==> src/rtl/ebus_xfer_seq_pkg.sv <==
// Shared types and constants for the EBOX-side EBUS transaction sequencer.
package ebus_xfer_seq_pkg;

  // Sequencer states.
  typedef enum logic [2:0] {
    ST_IDLE    = 3'd0,
    ST_SETUP   = 3'd1,
    ST_DEMAND  = 3'd2,
    ST_HOLD    = 3'd3,
    ST_RELEASE = 3'd4
  } tEBUSxferState;

  // EBUS function codes as driven on the FCN lines.
  localparam logic [2:0] FCN_CONO  = 3'd0;
  localparam logic [2:0] FCN_CONI  = 3'd1;
  localparam logic [2:0] FCN_DATAO = 3'd2;
  localparam logic [2:0] FCN_DATAI = 3'd3;

  // Width of the shared phase counter; covers the largest timeout (255).
  localparam int CTR_W = 8;

  // True in the states where CS/FCN (and write data) are put on the bus.
  function automatic logic bus_active(input tEBUSxferState st);
    return (st == ST_SETUP) || (st == ST_DEMAND) || (st == ST_HOLD);
  endfunction

endpackage

==> src/rtl/ebus_cycle_ctr.sv <==
// Loadable down-counter with terminal-count flag, used to time the SETUP,
// DEMAND-timeout and RELEASE phases of an EBUS transfer.
module ebus_cycle_ctr
  import ebus_xfer_seq_pkg::*;
(
  input  logic             CLK,
  input  logic             CROBAR_N,
  input  logic             load,
  input  logic [CTR_W-1:0] load_val,
  output logic             tc
);

  logic [CTR_W-1:0] cnt_r;

  // Load a phase length, otherwise count down and park at zero.
  always_ff @(posedge CLK or negedge CROBAR_N) begin
    if (!CROBAR_N) begin
      cnt_r <= {CTR_W{1'b0}};
    end else if (load) begin
      cnt_r <= load_val;
    end else if (cnt_r != {CTR_W{1'b0}}) begin
      cnt_r <= cnt_r - {{(CTR_W-1){1'b0}}, 1'b1};
    end else begin
      cnt_r <= cnt_r;
    end
  end

  assign tc = (cnt_r == {CTR_W{1'b0}});

endmodule

==> src/rtl/ebus_xfer_seq.sv <==
// EBOX-side EBUS transaction sequencer: runs select/demand/transfer with a
// device and returns the read word or a timeout indication.
module ebus_xfer_seq
  import ebus_xfer_seq_pkg::*;
#(
  parameter int SETUP_CYC   = 2,
  parameter int TIMEOUT_CYC = 64,
  parameter int RELEASE_CYC = 1
) (
  input  logic        CLK,
  input  logic        CROBAR_N,
  input  logic        start,
  input  logic        wr,
  input  logic [6:0]  dev,
  input  logic [2:0]  fcn,
  input  logic [35:0] wdata,
  input  logic        ebus_xfer,
  input  logic [35:0] ebus_din,
  output logic [6:0]  ebus_cs,
  output logic [2:0]  ebus_fcn,
  output logic        ebus_demand,
  output logic        ebus_drive,
  output logic [35:0] ebus_dout,
  output logic        busy,
  output logic        done,
  output logic        timeout,
  output logic [35:0] rdata
);

  localparam logic [CTR_W-1:0] SETUP_LD   = CTR_W'(SETUP_CYC - 1);
  localparam logic [CTR_W-1:0] TIMEOUT_LD = CTR_W'(TIMEOUT_CYC - 1);
  localparam logic [CTR_W-1:0] RELEASE_LD = CTR_W'(RELEASE_CYC - 1);

  tEBUSxferState    state_r, state_nx_s;
  logic             wr_r;
  logic [6:0]       dev_r;
  logic [2:0]       fcn_r;
  logic [35:0]      wdata_r;
  logic             ctr_load_s;
  logic [CTR_W-1:0] ctr_val_s;
  logic             ctr_tc_s;
  logic             capture_s;
  logic             to_hit_s;
  logic             finish_s;
  logic             done_r;
  logic             timeout_r;
  logic [35:0]      rdata_r;
  logic             bus_on_s;

  ebus_cycle_ctr u_ctr (
    .CLK      (CLK),
    .CROBAR_N (CROBAR_N),
    .load     (ctr_load_s),
    .load_val (ctr_val_s),
    .tc       (ctr_tc_s)
  );

  // State register.
  always_ff @(posedge CLK or negedge CROBAR_N) begin
    if (!CROBAR_N) begin
      state_r <= ST_IDLE;
    end else begin
      state_r <= state_nx_s;
    end
  end

  // Next-state, phase-counter loads and completion/capture strobes.
  always_comb begin
    state_nx_s = state_r;
    ctr_load_s = 1'b0;
    ctr_val_s  = {CTR_W{1'b0}};
    capture_s  = 1'b0;
    to_hit_s   = 1'b0;
    finish_s   = 1'b0;
    case (state_r)
      ST_IDLE: begin
        if (start) begin
          state_nx_s = ST_SETUP;
          ctr_load_s = 1'b1;
          ctr_val_s  = SETUP_LD;
        end else begin
          state_nx_s = ST_IDLE;
        end
      end
      ST_SETUP: begin
        if (ctr_tc_s) begin
          state_nx_s = ST_DEMAND;
          ctr_load_s = 1'b1;
          ctr_val_s  = TIMEOUT_LD;
        end else begin
          state_nx_s = ST_SETUP;
        end
      end
      ST_DEMAND: begin
        if (ebus_xfer) begin
          state_nx_s = ST_HOLD;
          capture_s  = ~wr_r;
        end else if (ctr_tc_s) begin
          state_nx_s = ST_RELEASE;
          to_hit_s   = 1'b1;
          finish_s   = 1'b1;
          ctr_load_s = 1'b1;
          ctr_val_s  = RELEASE_LD;
        end else begin
          state_nx_s = ST_DEMAND;
        end
      end
      ST_HOLD: begin
        // No timeout here: a device that never drops XFER holds the bus.
        if (!ebus_xfer) begin
          state_nx_s = ST_RELEASE;
          finish_s   = 1'b1;
          ctr_load_s = 1'b1;
          ctr_val_s  = RELEASE_LD;
        end else begin
          state_nx_s = ST_HOLD;
        end
      end
      ST_RELEASE: begin
        if (ctr_tc_s) begin
          state_nx_s = ST_IDLE;
        end else begin
          state_nx_s = ST_RELEASE;
        end
      end
      default: begin
        state_nx_s = ST_IDLE;
      end
    endcase
  end

  // Request latch: captured only when a start is accepted in IDLE.
  always_ff @(posedge CLK or negedge CROBAR_N) begin
    if (!CROBAR_N) begin
      wr_r    <= 1'b0;
      dev_r   <= 7'd0;
      fcn_r   <= 3'd0;
      wdata_r <= 36'd0;
    end else if ((state_r == ST_IDLE) && start) begin
      wr_r    <= wr;
      dev_r   <= dev;
      fcn_r   <= fcn;
      wdata_r <= wr ? wdata : 36'd0;
    end else begin
      wr_r    <= wr_r;
      dev_r   <= dev_r;
      fcn_r   <= fcn_r;
      wdata_r <= wdata_r;
    end
  end

  // Completion pulse, timeout flag and read-data capture.
  always_ff @(posedge CLK or negedge CROBAR_N) begin
    if (!CROBAR_N) begin
      done_r    <= 1'b0;
      timeout_r <= 1'b0;
      rdata_r   <= 36'd0;
    end else begin
      done_r    <= finish_s;
      timeout_r <= finish_s & to_hit_s;
      rdata_r   <= capture_s ? ebus_din : rdata_r;
    end
  end

  // Bus outputs decode straight from flops, so reset clears them at once.
  assign bus_on_s    = bus_active(state_r);
  assign ebus_cs     = bus_on_s ? dev_r : 7'd0;
  assign ebus_fcn    = bus_on_s ? fcn_r : 3'd0;
  assign ebus_drive  = bus_on_s & wr_r;
  assign ebus_dout   = (bus_on_s && wr_r) ? wdata_r : 36'd0;
  assign ebus_demand = (state_r == ST_DEMAND);
  assign busy        = (state_r != ST_IDLE);
  assign done        = done_r;
  assign timeout     = timeout_r;
  assign rdata       = rdata_r;

endmodule

==> config.mk <==
export PLATFORM = sky130hd
export DESIGN_NAME = ebus_xfer_seq
export DESIGN_NICKNAME = d
export VERILOG_FILES = /design/src/rtl/ebus_xfer_seq_pkg.sv /design/src/rtl/ebus_cycle_ctr.sv /design/src/rtl/ebus_xfer_seq.sv
export SDC_FILE = /design/constraint.sdc
export NUM_CORES = 1
export LEC_CHECK = 0
export CAP_MARGIN = 20
export CORE_ASPECT_RATIO = 0.9
export CORE_MARGIN = 8
export CORE_UTILIZATION = 44
export DETAILED_ROUTE_END_ITERATION = 12
export GPL_TIMING_DRIVEN = 0
export PLACE_DENSITY = 0.81
export REMOVE_ABC_BUFFERS = 1
export SLEW_MARGIN = 20
export SYNTH_ARGS = -nofsm -noshare
export SYNTH_HDL_FRONTEND = slang
export SYNTH_SLANG_ARGS = --single-unit
==> constraint.sdc <==
create_clock -name CLK -period 2.19 [get_ports CLK]
set_clock_uncertainty 0.15 [all_clocks]
set_input_delay 0.438 -clock CLK [delete_from_list [all_inputs] [get_ports CLK]]
set_output_delay 0.438 -clock CLK [all_outputs]
set_load 0.02 [all_outputs]
==> results.md <==
* Count leader, synth: nand2_1
* Ys async rst share at 100%
* CTS tree: built
* Share of layout cells above drive strength 1 at 23.1%
* Via count at 3567
* Worst slew margin at 55.1%
* Top_reg_cell synth: dfrtp_1
* GR peak layer: met2
* H-tree levels at 3
* Pre-CTS WS at -0.462 ns
* Int Pwr at 5.40 mW
* Min-delay src: fcn_r[1]
* Routed vias/inst at 5.02
* Worst Path Required at 2.26 ns
* Starting density of the core at 45.1%
* Final wirelength at 12.3 mm
* Critical Path Slowest Stage Cell: nand3b_4
* Leakage at 3.19 nW
* Num ports at 174
* PnR worst setup slack at 0.00487 ns
* Post-DP Area at 6140 sq um
* Sw frac at 37.4%
* # diodes at 0
* Final hold viol count at 0
* WHS Endpoint: fcn_r[1]
* Clk network pwr share at 14.7%
* Die W at 121 um
* Tmin final at 2.19 ns
* Sequential area share after synthesis at 55.2%
* Row count at 34
* Critical Path Source Type: flip-flop
* Register share of total power at 35.8%
* Vias in the first global route at 3683
* Crit Path Class: reg2reg
* Clk root buf: clkbuf_8
* CP Capture Type: flip-flop
* Setup violators final at 0
* DRC viols at 0
* Power per cell area at 1340 nW/um^2
* Placer Congestion at 0.767
* GRT met3 Usage at 9.88%
* Die area at 13300 sq um
* Die span in y at 110 um
* Total power at 8.61 mW
* Fin Hold WS at 0.325 ns
* Syn Std Cell Area at 4350 sq um
* Crit share post-route at 99.8%
* Area leader, netlist: dfrtp_1
* Reg2reg setup slack at 0.005 ns
* Fmax at 458 MHz
* Register clock-pin slew on the reported worst setup and hold paths at 0.09 ns
* Synth top area cells: dfrtp_1, mux2_4, nand2_1
* Clk sink count at 96
* Core area at 9660 sq um
* Grt met2 use at 27.0%
* First-pass GRT wire length at 19.0 mm
* Area Growth Syn to Fin at 47.6%
* Synthesis-stage register bit count at 96
* Cts bufs inserted at 9
* Remaining global-route overflow at 0
* Clk_lat worst skew at 0.34 ns
* Gate power share at 49.5%
* Avg WL per Cell at 17.3 um
* Number of synthesized flops with an enable pin at 0
* RSZ-0062 raised after global routing: true
* Post-synth top area share at 55.2%
* Worst-path cell chain: buf_6, nor3_4, nand3b_4, mux2_4
* Hold depth at 2
* Worst r2r src: state_r[0]
* Avg Cell Area, Syn at 10.6 sq um
* Synth Warn # at 0
* Detailed Routing Iterations Pass 1 at 4
* Outcome: complete, no violations
* Aggregate global-route resource usage at 17.9%
* Clock Path Buffers at 2
* Worst Max-Slew Pin Slew at 0.673 ns
* Post-DP HPWL at 8.43 mm
* Crit path arrival time at 2.25 ns
* Design area at 6420 sq um
* Largest net degree at the start of global routing at 87
* Worst Hold Class: reg2reg
* NetSw at 3.22 mW
* Max Slew Vio Count at 0
* FF-to-FF End: rdata[29]
* Post-synth cell types at 37
* Synth top cells by count: nand2_1, dfrtp_1, o21ai_0
* Reg2reg path depth at 4
* VDD IR-drop max at 788 uV
* Largest fanout on the critical path at 36
* Max incr delay on CP at 0.54 ns
* Antenna violations before repair at 0
* Number of nets with antenna violations after routing at 0
* DR iter-0 viols at 222
* Grt met1 use at 21.5%
* Cell count after synthesis at 410
* NumNets Final at 667
* Max Cap Viol at 0
* PortBufs at 173
-- cells by family (layout without fill, tap and decap cells) --
kind of cell,count (synthesis),in the layout,share of synthesized area (%)
and+or+nand+nor,185,185,20.6
AOI/OAI and AO/OA,53,53,6.50
xor gates and xnor gates,4,4,0.805
adders and majority gates,1,1,0.287
DFF,96,96,55.2
buffers and inverters,34,208,4.46
muxes,37,37,12.1
-- placed cells by master (no fill, tap or decap), types with 2 or more instances in the layout --
| cell | n |
|---|---|
| clkdlybuf4s50_1 | 122 |
| buf_4 | 9 |
| and2_4 | 6 |
| dfrtp_2 | 3 |
| nor2b_1 | 2 |
| buf_8 | 2 |
| nor2_4 | 2 |
| mux2_4 | 30 |
| bufinv_16 | 2 |
| mux2_2 | 6 |
| and3_1 | 35 |
| buf_6 | 20 |
| nor3b_1 | 3 |
| and2_1 | 7 |
| xnor2_1 | 3 |
| a21oi_1 | 6 |
| inv_1 | 4 |
| nor3_4 | 2 |
| nor2_1 | 3 |
| o21ai_0 | 41 |
| buf_2 | 28 |
| dfrtp_1 | 92 |
| clkbuf_16 | 2 |
| nand3_1 | 4 |
| clkinvlp_4 | 2 |
| clkbuf_8 | 10 |
| nand2_1 | 111 |
-- what timing repair did --
item                                    in CTS  in global routing
endpoints found under the hold margin       45                  0
endpoints found under the setup margin      92                 90
pin swaps                                    2                  2
resized for setup                          203                 53
gates cloned                                 0                  2
hold buffers                                 1                  0
setup buffers                                3                  7
-- flip-flops by register name, indices dropped and copies added (netlist names), 3 cells and up --
name / count
rdata: 36
fcn_r: 3
u_ctr.cnt_r: 8
dev_r: 7
state_r: 3
wdata_r: 36
-- power by group through the flow --
stage | logic [mW] | registers, mW | clock network [mW]
5_1_grt | 4.60 | 3.19 | 1.38
2_1_floorplan | 1.75 | 3.38 | 0
3_5_place_dp | 4.02 | 3.09 | 0
3_3_place_gp | 3.84 | 3.05 | 0
6_report | 4.27 | 3.08 | 1.26
4_1_cts | 3.91 | 3.07 | 1.30
-- worst max-delay path, delay by kind of cell (launching register included) --
family | cells | cell delay [ns]
mux | 1 | 0.50
simple gates | 2 | 0.80
flops | 1 | 0.44
buf+inv | 1 | 0.15
-- worst max-delay path by stage --
stage,start,end,cells after the start
final,state_r[0],rdata[29],4
after global routing,state_r[0],rdata[29],4
after CTS,state_r[2],ebus_dout[13],4
after detailed placement,state_r[0],ebus_dout[13],5
after global placement,CROBAR_N,dev_r[2],1
after floorplan,state_r[0],u_ctr.cnt_r[2],4
-- routing by layer --
metal	routed length (um)	vias up
met5	0	-
met4	124	0
met3	1610	12
met2	5530	171
met1	5040	1684
li1	-	1700
-- final cells by class --
cell class | count | area [sq um]
clock inverter | 5 | 80.1
clock buffer | 11 | 141
timing repair buffer | 187 | 1790
multi-input combinational | 280 | 1830
inverter | 5 | 21.3
fill | 750 | 3230
tap | 126 | 158
sequential | 96 | 2410
-- stage by stage --
stage	TNS [ns]	instances	util (%)
after global placement	-459.88	680	62.8
after CTS	-0.00638	702	64.2
after detailed placement	-28.30	682	63.6
after global routing	-2.59	710	66.5
final	0	710	66.5
after floorplan	-36.28	381	-
Note: power is estimated with default switching activity, not from simulation.
